File: src/rtl/simple_fifo_pkg.sv
// Shared defaults and pointer helper for the simple_fifo buffer.
// Pointers wrap explicitly, so DEPTH does not need to be a power of two.
package simple_fifo_pkg;

  localparam int DEFAULT_WIDTH = 8;
  localparam int DEFAULT_DEPTH = 32;

  // Next ring position: 0..depth-1, wrapping from depth-1 back to 0.
  function automatic int ptr_inc(input int ptr, input int depth);
    return (ptr == depth - 1) ? 0 : ptr + 1;
  endfunction

endpackage

File: src/rtl/simple_fifo_ram.sv
// DEPTH x WIDTH storage: synchronous write port, asynchronous read port.
// The asynchronous read is what gives the parent FIFO its zero-latency head word.
module simple_fifo_ram #(
  parameter int WIDTH = 8,
  parameter int DEPTH = 32,
  parameter int AW    = 5
) (
  input  logic             clk,
  input  logic             we,
  input  logic [AW-1:0]    waddr,
  input  logic [WIDTH-1:0] wdata,
  input  logic [AW-1:0]    raddr,
  output logic [WIDTH-1:0] rdata
);

  logic [WIDTH-1:0] mem [DEPTH];

  always_ff @(posedge clk) begin
    if (we) begin
      mem[waddr] <= wdata;
    end
  end

  assign rdata = mem[raddr];

endmodule

File: src/rtl/simple_fifo.sv
// Single-clock show-ahead FIFO: pointers, occupancy count and flags around simple_fifo_ram.
// Full/empty are decoded from the registered count so they never glitch within a cycle.
module simple_fifo
  import simple_fifo_pkg::*;
#(
  parameter int WIDTH = DEFAULT_WIDTH,
  parameter int DEPTH = DEFAULT_DEPTH
) (
  input  logic             clk,
  input  logic             rst,
  input  logic             wr,
  input  logic             rd,
  input  logic [WIDTH-1:0] data_in,
  output logic [WIDTH-1:0] data_out,
  output logic             empty,
  output logic             full
);

  localparam int PTR_W = $clog2(DEPTH);
  localparam int CNT_W = $clog2(DEPTH + 1);
  localparam logic [CNT_W-1:0] FULL_COUNT = CNT_W'(DEPTH);

  logic [PTR_W-1:0] wr_ptr_reg, wr_ptr_next;
  logic [PTR_W-1:0] rd_ptr_reg, rd_ptr_next;
  logic [CNT_W-1:0] count_reg, count_next;
  logic             wr_en;
  logic             rd_en;

  assign empty = (count_reg == '0);
  assign full  = (count_reg == FULL_COUNT);

  // Full gates the write and empty gates the read, so overflow/underflow requests vanish.
  assign wr_en = wr & ~full;
  assign rd_en = rd & ~empty;

  always_comb begin
    wr_ptr_next = wr_ptr_reg;
    rd_ptr_next = rd_ptr_reg;
    count_next  = count_reg;
    if (wr_en) begin
      wr_ptr_next = PTR_W'(ptr_inc(int'(wr_ptr_reg), DEPTH));
    end
    if (rd_en) begin
      rd_ptr_next = PTR_W'(ptr_inc(int'(rd_ptr_reg), DEPTH));
    end
    if (wr_en && !rd_en) begin
      count_next = count_reg + CNT_W'(1);
    end else if (rd_en && !wr_en) begin
      count_next = count_reg - CNT_W'(1);
    end
  end

  always_ff @(posedge clk) begin
    if (rst) begin
      wr_ptr_reg <= '0;
      rd_ptr_reg <= '0;
      count_reg  <= '0;
    end else begin
      wr_ptr_reg <= wr_ptr_next;
      rd_ptr_reg <= rd_ptr_next;
      count_reg  <= count_next;
    end
  end

  // Memory is deliberately not reset; a reset only discards the pointers and count.
  simple_fifo_ram #(
    .WIDTH (WIDTH),
    .DEPTH (DEPTH),
    .AW    (PTR_W)
  ) u_ram (
    .clk   (clk),
    .we    (wr_en & ~rst),
    .waddr (wr_ptr_reg),
    .wdata (data_in),
    .raddr (rd_ptr_reg),
    .rdata (data_out)
  );

endmodule

File: config.mk
export PLATFORM = sky130hd
export DESIGN_NAME = simple_fifo
export DESIGN_NICKNAME = d
export VERILOG_FILES = /design/src/rtl/simple_fifo_pkg.sv /design/src/rtl/simple_fifo_ram.sv /design/src/rtl/simple_fifo.sv
export SDC_FILE = /design/constraint.sdc
export NUM_CORES = 1
export LEC_CHECK = 0
export BUFFER_PORTS_ARGS = -buffer_cell sky130_fd_sc_hd__buf_2
export CORE_ASPECT_RATIO = 0.7
export CORE_UTILIZATION = 60
export DETAILED_ROUTE_END_ITERATION = 8
export GPL_TIMING_DRIVEN = 0
export PLACE_DENSITY_LB_ADDON = 0.25
export SYNTH_ARGS = -nofsm -noshare
export SYNTH_HDL_FRONTEND = slang
export SYNTH_SLANG_ARGS = --single-unit
File: constraint.sdc
create_clock -name clk -period 7.9 [get_ports clk]
set_clock_uncertainty 0.1 [all_clocks]
set_input_delay 0.395 -clock clk [delete_from_list [all_inputs] [get_ports clk]]
set_output_delay 0.395 -clock clk [all_outputs]
set_load 0.01 [all_outputs]
==> results of run 1 <==
-- cell families after synthesis --
group	Yosys count	share of synthesized area (%)
DFF	277	73.0
and+or+nand+nor	122	5.56
muxes	99	12.5
AOI/OAI and AO/OA	77	5.33
buffers and inverters	41	1.81
adders and majority gates	14	1.64
xor gates and xnor gates	2	0.158
-- metal layers --
layer  vias up  routed length (um)  track usage (%)
li1       2629                   -                -
met1      3104                9760             36.2
met2       277               10600             38.9
met3        37                2080             5.98
met4         0                 469             6.48
met5         -                   0                0
-- worst max path at each step --
stage	start	to	slack, ns
6_report	register	data_out[1]	4.41
5_1_grt	count_reg[4]$_SDFFE_PP0P_	count_reg[5]$_SDFFE_PP0P_	4.27
4_1_cts	register	data_out[5]	4.41
3_5_place_dp	count_reg[4]$_SDFFE_PP0P_	count_reg[5]$_SDFFE_PP0P_	4.57
3_3_place_gp	count_reg[4]$_SDFFE_PP0P_	count_reg[5]$_SDFFE_PP0P_	4.66
2_1_floorplan	count_reg[4]$_SDFFE_PP0P_	count_reg[5]$_SDFFE_PP0P_	4.99
-- placed cells by master, fill, tap and decap left out, types with 3 or more instances in the layout --
cell type  Yosys  routed
clkinv_2       0       4
a21oi_1        9       9
nor2b_1        4       4
a31oi_1        3       3
clkbuf_1      15      21
dfxtp_1       21      21
mux2i_1       67      67
clkbuf_16      0      25
and3_1         4       4
inv_1          8       8
edfxtp_1     256     256
ha_1          13      13
o21ai_0        4       4
a221oi_1       8       8
clkinv_1       0       5
a22o_1         8       8
nor3_1         5       5
a22oi_1       32      32
nand3_1       28      28
or3b_2         3       3
nand3b_1       3       3
mux4_2        32      32
nand2_1       10      10
o21a_1         3       3
buf_6          4       4
buf_2         11      31
nor2_1        47      47
-- through the flow --
step,hold slack (ns),setup slack (ns)
global route,0.213,4.27
floorplan,0.359,4.99
finish,0.188,4.41
detailed placement,0.389,4.57
CTS,0.180,4.41
global placement,0.386,4.66
-- layout make-up --
type	count	area [um2]	share of cell area, %
flip-flops and latches	277	8110	66.3
well taps	236	295	2.41
clock inverters	12	83.8	0.685
clock buffers	31	648	5.30
repair buffers	20	100	0.818
multi-input cells	314	2800	22.9
inverters	8	30.0	0.245
plain buffers	33	171	1.40
-- critical path: cells and delay by family, from the launching register on --
kind	cells	cell delay [ns]
AOI/OAI and AO/OA	1	0.34
and+or+nand+nor	1	0.18
buffers and inverters	4	1.30
muxes	1	0.35
DFF	1	0.31
-- power by group through the flow --
stage               Clock, mW  Sequential, mW  Combinational, mW
floorplan                   0            1.68              0.316
global placement            0            1.68              0.434
detailed placement          0            1.68              0.453
CTS                      1.11            1.65              0.456
global route             1.17            1.65              0.497
finish                   1.11            1.65              0.459
==> results.toml, run 1 <==
[outcome]
outcome = "finished clean"

[synthesis]
synth_warnings = 0
synth_cells = 632
async_reset_ff_share_pct = 0
synth_seq_cells = 277
seq_area_frac_synth_pct = 73.0
ys_top_cells_by_area = "edfxtp_1 (69%), mux4_2 (6.5%), mux2i_1 (6.0%), dfxtp_1 (3.8%), a22oi_1 (2.2%)"
ys_types = 51
synth.cell_area_um2 = 11100
synth_nets = 658
synth_ff_type = "edfxtp_1"
synth_top_area_share_pct = 69.2
synth_top_area_cell = "edfxtp_1"
synth.most_common_cell = "edfxtp_1"
syn_avg_cell_area_um2 = 17.6
synth_edf_count = 256
yosys-top-cells-count = "edfxtp_1 (256), mux2i_1 (67), nor2_1 (47)"

[worst_hold_path]
hold_path.startpoint = "wr"
holdPathStages = 4
worstHoldEndpoint = "wr_ptr_reg[1]$_SDFFE_PP0P_"
hold_class = "primary input to register"

[timing]
relSlewSlack_pct = 31.3
period_needed_ns = 3.49
finalMaxSlewViolations = 0
setup-tns-final_ns = 0
setup_viol = 0
fin_crit_sh_pct = 44.1
finalHoldViolCount = 0
max_freq_mhz = 287
rsz0062_at_grt = "no"
worst_pin_slew_ns = 1.03

[setup_path]
crit_path_max_incr_delay_ns = 0.40
path_max_fanout = 10
cp_common_cell = "buf_2"
criticalPathCategory = "register to output port"
cp_cell_sequence = "clkbuf_1, buf_2, buf_2, mux4_2, a221oi_1, nand3_1, buf_2"
cp_slowest_cell = "clkbuf_1"
start_kind = "register"
crit_path_end_kind = "output port"
crit_required_ns = 7.40
rr_worst_depth = 10
r2r-end = "count_reg[5]$_SDFFE_PP0P_"
arrival_ns = 2.99
rrSetupSlack_ns = 4.45
r2r-start = "count_reg[4]$_SDFFE_PP0P_"

[drt]
ant_nets = 0
firstDrtPassIters = 5
vias = 6047
drt-initial-drc-count = 846
route.detailed.drc = 0
drt_wl_total_mm = 22.9
viasPerCell = 6.50
post_drt_wl_per_cell_um = 24.6

[clock_network]
cts_buffers = 25
clockBufferDepth = 3
cts_sinks = 277
h-tree-depth = 1
cts_tree = "built"
cts_setup_buffers = 0
cts.repair.resized = 0
hold_buffers = 0
root_buffer = "clkbuf_16"
path_clk_slew_ns = 0.06
clock_latency_ns = 0.51

[floorplanning]
start_util_pct = 61.5
die-width_um = 165
row_count = 41
io_pins = 22
core-area_um2 = 18100
die_y_um = 116
die-area_um2 = 19100

[global_routing]
grt_pass1_wl_mm = 34.5
grt_pass1_vias = 5872
grt_max_degree = 33
track_usage_pct = 25.1
grt_overflow = 0
grt_antenna_before_repair = 0

[finish]
synthToLayoutAreaGrowth_pct = 10.1
nNetsFinal = 705
utilization_pct = 67.8
largest_reg_flops = 256
final_area_um2 = 12200
diodes = 0
drive_above_1_share_pct = 16.0
finalNonFillerCells = 931
n_fill_cell = 1174

[job]
drv_cap = 0

[pwr]
p_sw_uw = 790
total_power_mw = 3.22
p_leak_nw = 3.81
intPower_mw = 2.43
clockPowerShare_pct = 34.4
power_density_nw_per_um2 = 263
seqPwrFrac_pct = 51.4
ir_worst_vdd_mv = 0.184
combinationalPowerShare_pct = 14.3
switching_share_pct = 24.5

[place]
numPortBuffers = 20
dpl-instance-area_um2 = 11500
dp_cells = 888
dpl.hpwl_mm = 15.3
gp_congestion = 0.956
Note: power is estimated with default switching activity, not from simulation.
==> run 2: changes to the inputs <==
- CORE_UTILIZATION: 60 -> 56
- clock period: 7.9 -> 3 ns (I/O delays scaled with it)
==> run 2 against run 1 <==
Effect of this change:
- the run now ends with negative setup slack left
- flip-flop and latch count unchanged
- first-iteration DRC count fell by 24%
- count of clock-buffer cells in the layout grew 7
- core utilization is 2.7 points lower
- global-route usage fell by 1.3 points
- via count increased by 0.21%
- combinational power rose to 2.9 times the previous value
- sequential share of layout area is 1.2 points lower
- worst hold slack lost 0.15 ns
- largest power group unchanged
==> results.toml, run 2 (synthesis results as in run 1) <==
[floorplanning]
start_util_pct = 57.9
io_pins = 22
die-width_um = 170
row_count = 42
core-area_um2 = 19200
die_y_um = 120
die-area_um2 = 20400

[drt]
firstDrtPassIters = 5
viasPerCell = 6.25
route.detailed.drc = 0
vias = 6060
post_drt_wl_per_cell_um = 24.0
drt-initial-drc-count = 640
drt_wl_total_mm = 23.3
ant_nets = 0

[timing]
setup-tns-final_ns = -0.0390
max_freq_mhz = 329
finalHoldViolCount = 0
rsz0062_at_grt = "yes"
setup_viol = 1
hold_ws_ns = 0.0372
period_needed_ns = 3.04
finalMaxSlewViolations = 0
setup_ws_ns = -0.0390
worst_pin_slew_ns = 1.04
fin_crit_sh_pct = 101
relSlewSlack_pct = 30.6

[setup_path]
criticalPathCategory = "register to register"
arrival_ns = 3.32
cp_slowest_cell = "or4_4"
rrSetupSlack_ns = -0.04
crit_path_end_kind = "register"
cp_cell_sequence = "or4_4, buf_6, o31ai_4, ha_4, clkinvlp_4, ha_1, and3_2, o21a_1, o221ai_1, nand4_1"
crit_required_ns = 3.28
rr_worst_depth = 10
path_depth = 10
crit_end = "count_reg[5]$_SDFFE_PP0P_"
r2r-start = "count_reg[4]$_SDFFE_PP0P_"
crit_path_max_incr_delay_ns = 0.54
crit_start = "count_reg[4]$_SDFFE_PP0P_"
cpLargestDelayFamily = "simple AND/OR/NAND/NOR gates"
crit_buf_inv = 2
r2r-end = "count_reg[5]$_SDFFE_PP0P_"
path_max_fanout = 5
start_kind = "register"

[clock_network]
cts_sinks = 277
path_clk_slew_ns = 0.06
cts_tree = "built"
clock_latency_ns = 0.52
root_buffer = "clkbuf_16"
cts_buffers = 26
h-tree-depth = 1
clockBufferDepth = 3

[place]
dp_cells = 916
dpl.hpwl_mm = 15.4
numPortBuffers = 20
gp_congestion = 0.873

[outcome]
outcome = "finished, violations left"
violations = "negative setup slack"

[global_routing]
grt_pass1_wl_mm = 35.0
grt_pass1_vias = 5894
track_usage_pct = 23.8
grt_overflow = 0
grt_antenna_before_repair = 0
grt_max_degree = 33

[finish]
nNetsFinal = 712
utilization_pct = 65.0
n_fill_cell = 1279
synthToLayoutAreaGrowth_pct = 12.3
layout_commonest_cell = "edfxtp_1"
finalNonFillerCells = 970
drive_above_1_share_pct = 19.3
largest_reg_flops = 256
diodes = 0
final_cell_mix = "edfxtp_1 (256), mux2i_1 (67), nor2_1 (46)"

[worst_hold_path]
hold_path.startpoint = "wr"
hold_class = "primary input to register"

[job]
drv_cap = 0

[pwr]
power_density_nw_per_um2 = 697
ir_worst_vdd_mv = 0.424
total_power_mw = 8.69
p_leak_nw = 3.90
run 2: worst min-delay path by stage:
stage | end | slack (ns) | depth (start not counted)
2_1_floorplan | u_ram.mem[0][0]$_DFFE_PP_ | 0.15 | 0
3_3_place_gp | count_reg[4]$_SDFFE_PP0P_ | 0.39 | 2
3_5_place_dp | count_reg[4]$_SDFFE_PP0P_ | 0.40 | 2
4_1_cts | wr_ptr_reg[0]$_SDFFE_PP0P_ | 0.008 | 5
5_1_grt | wr_ptr_reg[0]$_SDFFE_PP0P_ | 0.07 | 5
6_report | wr_ptr_reg[4]$_SDFFE_PP0P_ | 0.04 | 5
run 2: stage by stage:
step                      worst slack (ns)  cell area, um2
after global routing                -0.116           12500
final                              -0.0390           12500
after detailed placement            -0.379           11500
after floorplan                     0.0929           11100
after CTS                          -0.0487           12400
after global placement              -0.287           11500
run 2: layout make-up:
cell class	count	area, um2	area share (%)
Tap cell	264	330	2.65
Inverter	8	33.8	0.271
Clock buffer	38	727	5.83
Sequential cell	277	8110	65.0
Multi-Input combinational cell	314	2880	23.1
Buffer	32	185	1.48
Timing Repair Buffer	27	155	1.24
Clock inverter	10	53.8	0.431
run 2: where the power goes:
| part | total (mW) | switching, mW | leakage (nW) | internal [mW] |
|---|---|---|---|---|
| clock network | 3.01 | 1.32 | 0.383 | 1.68 |
| logic | 1.33 | 0.760 | 1.05 | 0.571 |
| registers | 4.35 | 0.0678 | 2.47 | 4.29 |
| total | 8.69 | 2.15 | 3.90 | 6.54 |
run 2: worst reg2reg max path, cell delays in order (launching register included):
cell        delay, ns
dfxtp_1          0.34
or4_4            0.54
buf_6            0.15
o31ai_4          0.24
ha_4             0.22
clkinvlp_4       0.16
ha_1             0.33
and3_2           0.24
o21a_1           0.21
o221ai_1         0.21
nand4_1          0.15
run 2: timing repair:
| item | in CTS | in global routing |
|---|---|---|
| setup endpoints to repair | 12 | 11 |
| pin swaps | 2 | 3 |
| gates resized for setup | 11 | 11 |
| endpoints found under the hold margin | 6 | 0 |
| buffers inserted | 2 | 4 |
| hold buffers | 1 | 0 |
| gates cloned | 0 | 0 |
run 2: layer usage:
layer  vias up  part of all wire, %  track usage, %
met5         -                    0               0
met4         0                  1.8            5.01
met3        32                  9.0            5.80
met2       263                   45            35.2
met1      3112                   44            36.1
li1       2653                    -               -
==> run 3: changes to the inputs <==
- SYNTH_HIERARCHICAL: default -> 1
==> run 3 against run 2 <==
Effect of this change:
- the flow still finishes with violations (negative setup slack)
- global-route usage shrank 0.68 points
- flip-flop and latch count shrank 5
- worst hold slack gained 0.0027 ns
- non-clock buffer count shrank 1
- power grew 5.5%
- count of clock-buffer cells in the layout shrank 7
- largest cell class unchanged
- setup slack gained 0.012 ns
==> results.toml, run 3 <==
[setup_path]
crit_path_end_kind = "register"
crit_start = "count_reg[1]$_SDFFE_PP0P_"
r2r-start = "count_reg[1]$_SDFFE_PP0P_"
start_kind = "register"
rrSetupSlack_ns = -0.03
rr_worst_depth = 8
crit_required_ns = 3.06
r2r-end = "u_ram/mem[4][5]$_DFFE_PP_"
arrival_ns = 3.08
criticalPathCategory = "register to register"
crit_end = "u_ram/mem[4][5]$_DFFE_PP_"
path_max_fanout = 9

[finish]
layout_commonest_cell = "edfxtp_1"
synthToLayoutAreaGrowth_pct = 14.9
drive_above_1_share_pct = 32.3
nNetsFinal = 600
diodes = 0
final_area_um2 = 12500
final_cell_mix = "edfxtp_1 (256), mux4_2 (80), nor2_1 (39)"
largest_reg_flops = 256

[drt]
route.detailed.drc = 0
drt_wl_total_mm = 22.9
ant_nets = 0
vias = 5431
firstDrtPassIters = 5
post_drt_wl_per_cell_um = 27.3
drt-initial-drc-count = 713
viasPerCell = 6.47

[timing]
fin_crit_sh_pct = 101
finalMaxSlewViolations = 0
relSlewSlack_pct = 38.1
setup_ws_ns = -0.0273
finalHoldViolCount = 0
period_needed_ns = 3.03
max_freq_mhz = 330
setup-tns-final_ns = -0.200
worst_pin_slew_ns = 0.925
rsz0062_at_grt = "yes"
setup_viol = 9

[synthesis]
synth_cells = 518
synth_top_area_share_pct = 70.9
synth_nets = 540
async_reset_ff_share_pct = 0
ys_types = 36
synth_edf_count = 256
synth_warnings = 6
synth_seq_cells = 272
yosys-top-cells-count = "edfxtp_1 (256), mux4_2 (80), nor2_1 (46)"
seq_area_frac_synth_pct = 73.9
synth.most_common_cell = "edfxtp_1"
synth.cell_area_um2 = 10800
synth_ff_type = "edfxtp_1"
syn_avg_cell_area_um2 = 20.9
synth_top_area_cell = "edfxtp_1"
ys_top_cells_by_area = "edfxtp_1 (71%), mux4_2 (17%), dfxtp_1 (3.0%), nor2_1 (1.6%), ha_1 (1.0%)"

[pwr]
power_density_nw_per_um2 = 737
switching_share_pct = 24.9
p_leak_nw = 3.92
seqPwrFrac_pct = 46.5
intPower_mw = 6.89
combinationalPowerShare_pct = 21.5
ir_worst_vdd_mv = 0.396
p_sw_mw = 2.28
clockPowerShare_pct = 32.0

[clock_network]
cts_tree = "built"
cts_sinks = 272
cts_buffers = 25
root_buffer = "clkbuf_16"
path_clk_slew_ns = 0.06
clock_latency_ns = 0.52
clockBufferDepth = 3
h-tree-depth = 1

[global_routing]
grt_pass1_vias = 5179
track_usage_pct = 23.1
grt_pass1_wl_mm = 32.7
grt_antenna_before_repair = 0
grt_overflow = 0
grt_max_degree = 33

[place]
dpl.hpwl_mm = 14.1
dpl-instance-area_um2 = 11200
numPortBuffers = 20
gp_congestion = 0.758

[floorplanning]
die-area_um2 = 19900
start_util_pct = 57.3
core-area_um2 = 18900
die-width_um = 168
die_y_um = 118
row_count = 42
io_pins = 22

[worst_hold_path]
hold_path.startpoint = "rd"
hold_class = "primary input to register"

[outcome]
violations = "negative setup slack"
outcome = "finished, violations left"

[job]
drv_cap = 0
[run 3: cell types whose count changed after synthesis, sizes merged, moves of 7 or more]
cell    before  now
a22o         8    0
mux2         0    8
mux2i       67    3
mux4        32   80
a22oi       32    0
a221oi       8    0
clkbuf      15    8
nand3       28    5
[run 3: worst min path at each step]
stage,to,slack (ns),cells past startpoint
finish,rd_ptr_reg[0]$_SDFFE_PP0P_,0.04,5
global route,rd_ptr_reg[0]$_SDFFE_PP0P_,0.05,5
CTS,rd_ptr_reg[0]$_SDFFE_PP0P_,0.02,5
detailed placement,rd_ptr_reg[3]$_SDFFE_PP0P_,0.41,2
global placement,rd_ptr_reg[3]$_SDFFE_PP0P_,0.39,2
floorplan,u_ram/mem[0][0]$_DFFE_PP_,0.15,0
[run 3: power groups by stage]
stage / clock network, mW / registers [mW] / logic, mW
2_1_floorplan: 0 / 4.33 / 1.13
5_1_grt: 3.12 / 4.27 / 2.08
3_3_place_gp: 0 / 4.33 / 1.50
6_report: 2.94 / 4.27 / 1.97
4_1_cts: 2.98 / 4.26 / 1.74
3_5_place_dp: 0 / 4.34 / 1.54
[run 3: per-layer routing]
metal / GRT usage [%] / vias up / routed length, um
li1: - / 2268 / -
met1: 36.0 / 2885 / 9890
met2: 33.3 / 247 / 10500
met3: 6.16 / 31 / 2130
met4: 4.60 / 0 / 436
met5: 0 / - / 0
[run 3: cell families after synthesis]
family | after synthesis | share of synthesized area, %
xor gates and xnor gates | 4 | 0.323
adders and majority gates | 10 | 1.22
AOI/OAI and AO/OA | 28 | 1.74
DFF | 272 | 73.9
and+or+nand+nor | 81 | 3.67
muxes | 91 | 17.7
buffers and inverters | 32 | 1.44
[run 3: layout make-up]
cell class	instances	area [um2]
buffer	25	256
sequential	272	8010
tap	242	303
multi-input combinational	214	2740
fill	1208	6470
clock inverter	15	101
inverter	7	26.3
clock buffer	31	648
timing repair buffer	33	364
[run 3: worst max-delay path, cell delays in order (launching register included)]
cell      delay (ns)
dfxtp_1         0.39
or4_1           0.14
buf_2           0.18
o31ai_4         0.08
buf_4           0.17
nor2_1          0.19
or3b_2          0.46
clkbuf_2        0.26
nor2_1          0.71
[run 3: through the flow]
stage,utilization (%),hold slack [ns],total power [mW],worst slack [ns],instances
after floorplan,-,0.149,5.46,0.0226,518
after global placement,59.4,0.386,5.83,-0.305,780
after detailed placement,59.4,0.406,5.88,-0.387,780
after CTS,64.7,0.0196,8.99,-0.00327,834
after global routing,65.8,0.0527,9.48,-0.129,839
final,65.8,0.0399,9.17,-0.0273,839
[run 3: what timing repair did]
item / CTS / global route
setup endpoints to repair: 11 / 131
hold buffers: 2 / 0
endpoints found under the hold margin: 5 / 0
resized for setup: 52 / 24
buffers inserted: 5 / 0
pin swaps: 3 / 2
cloned: 1 / 5
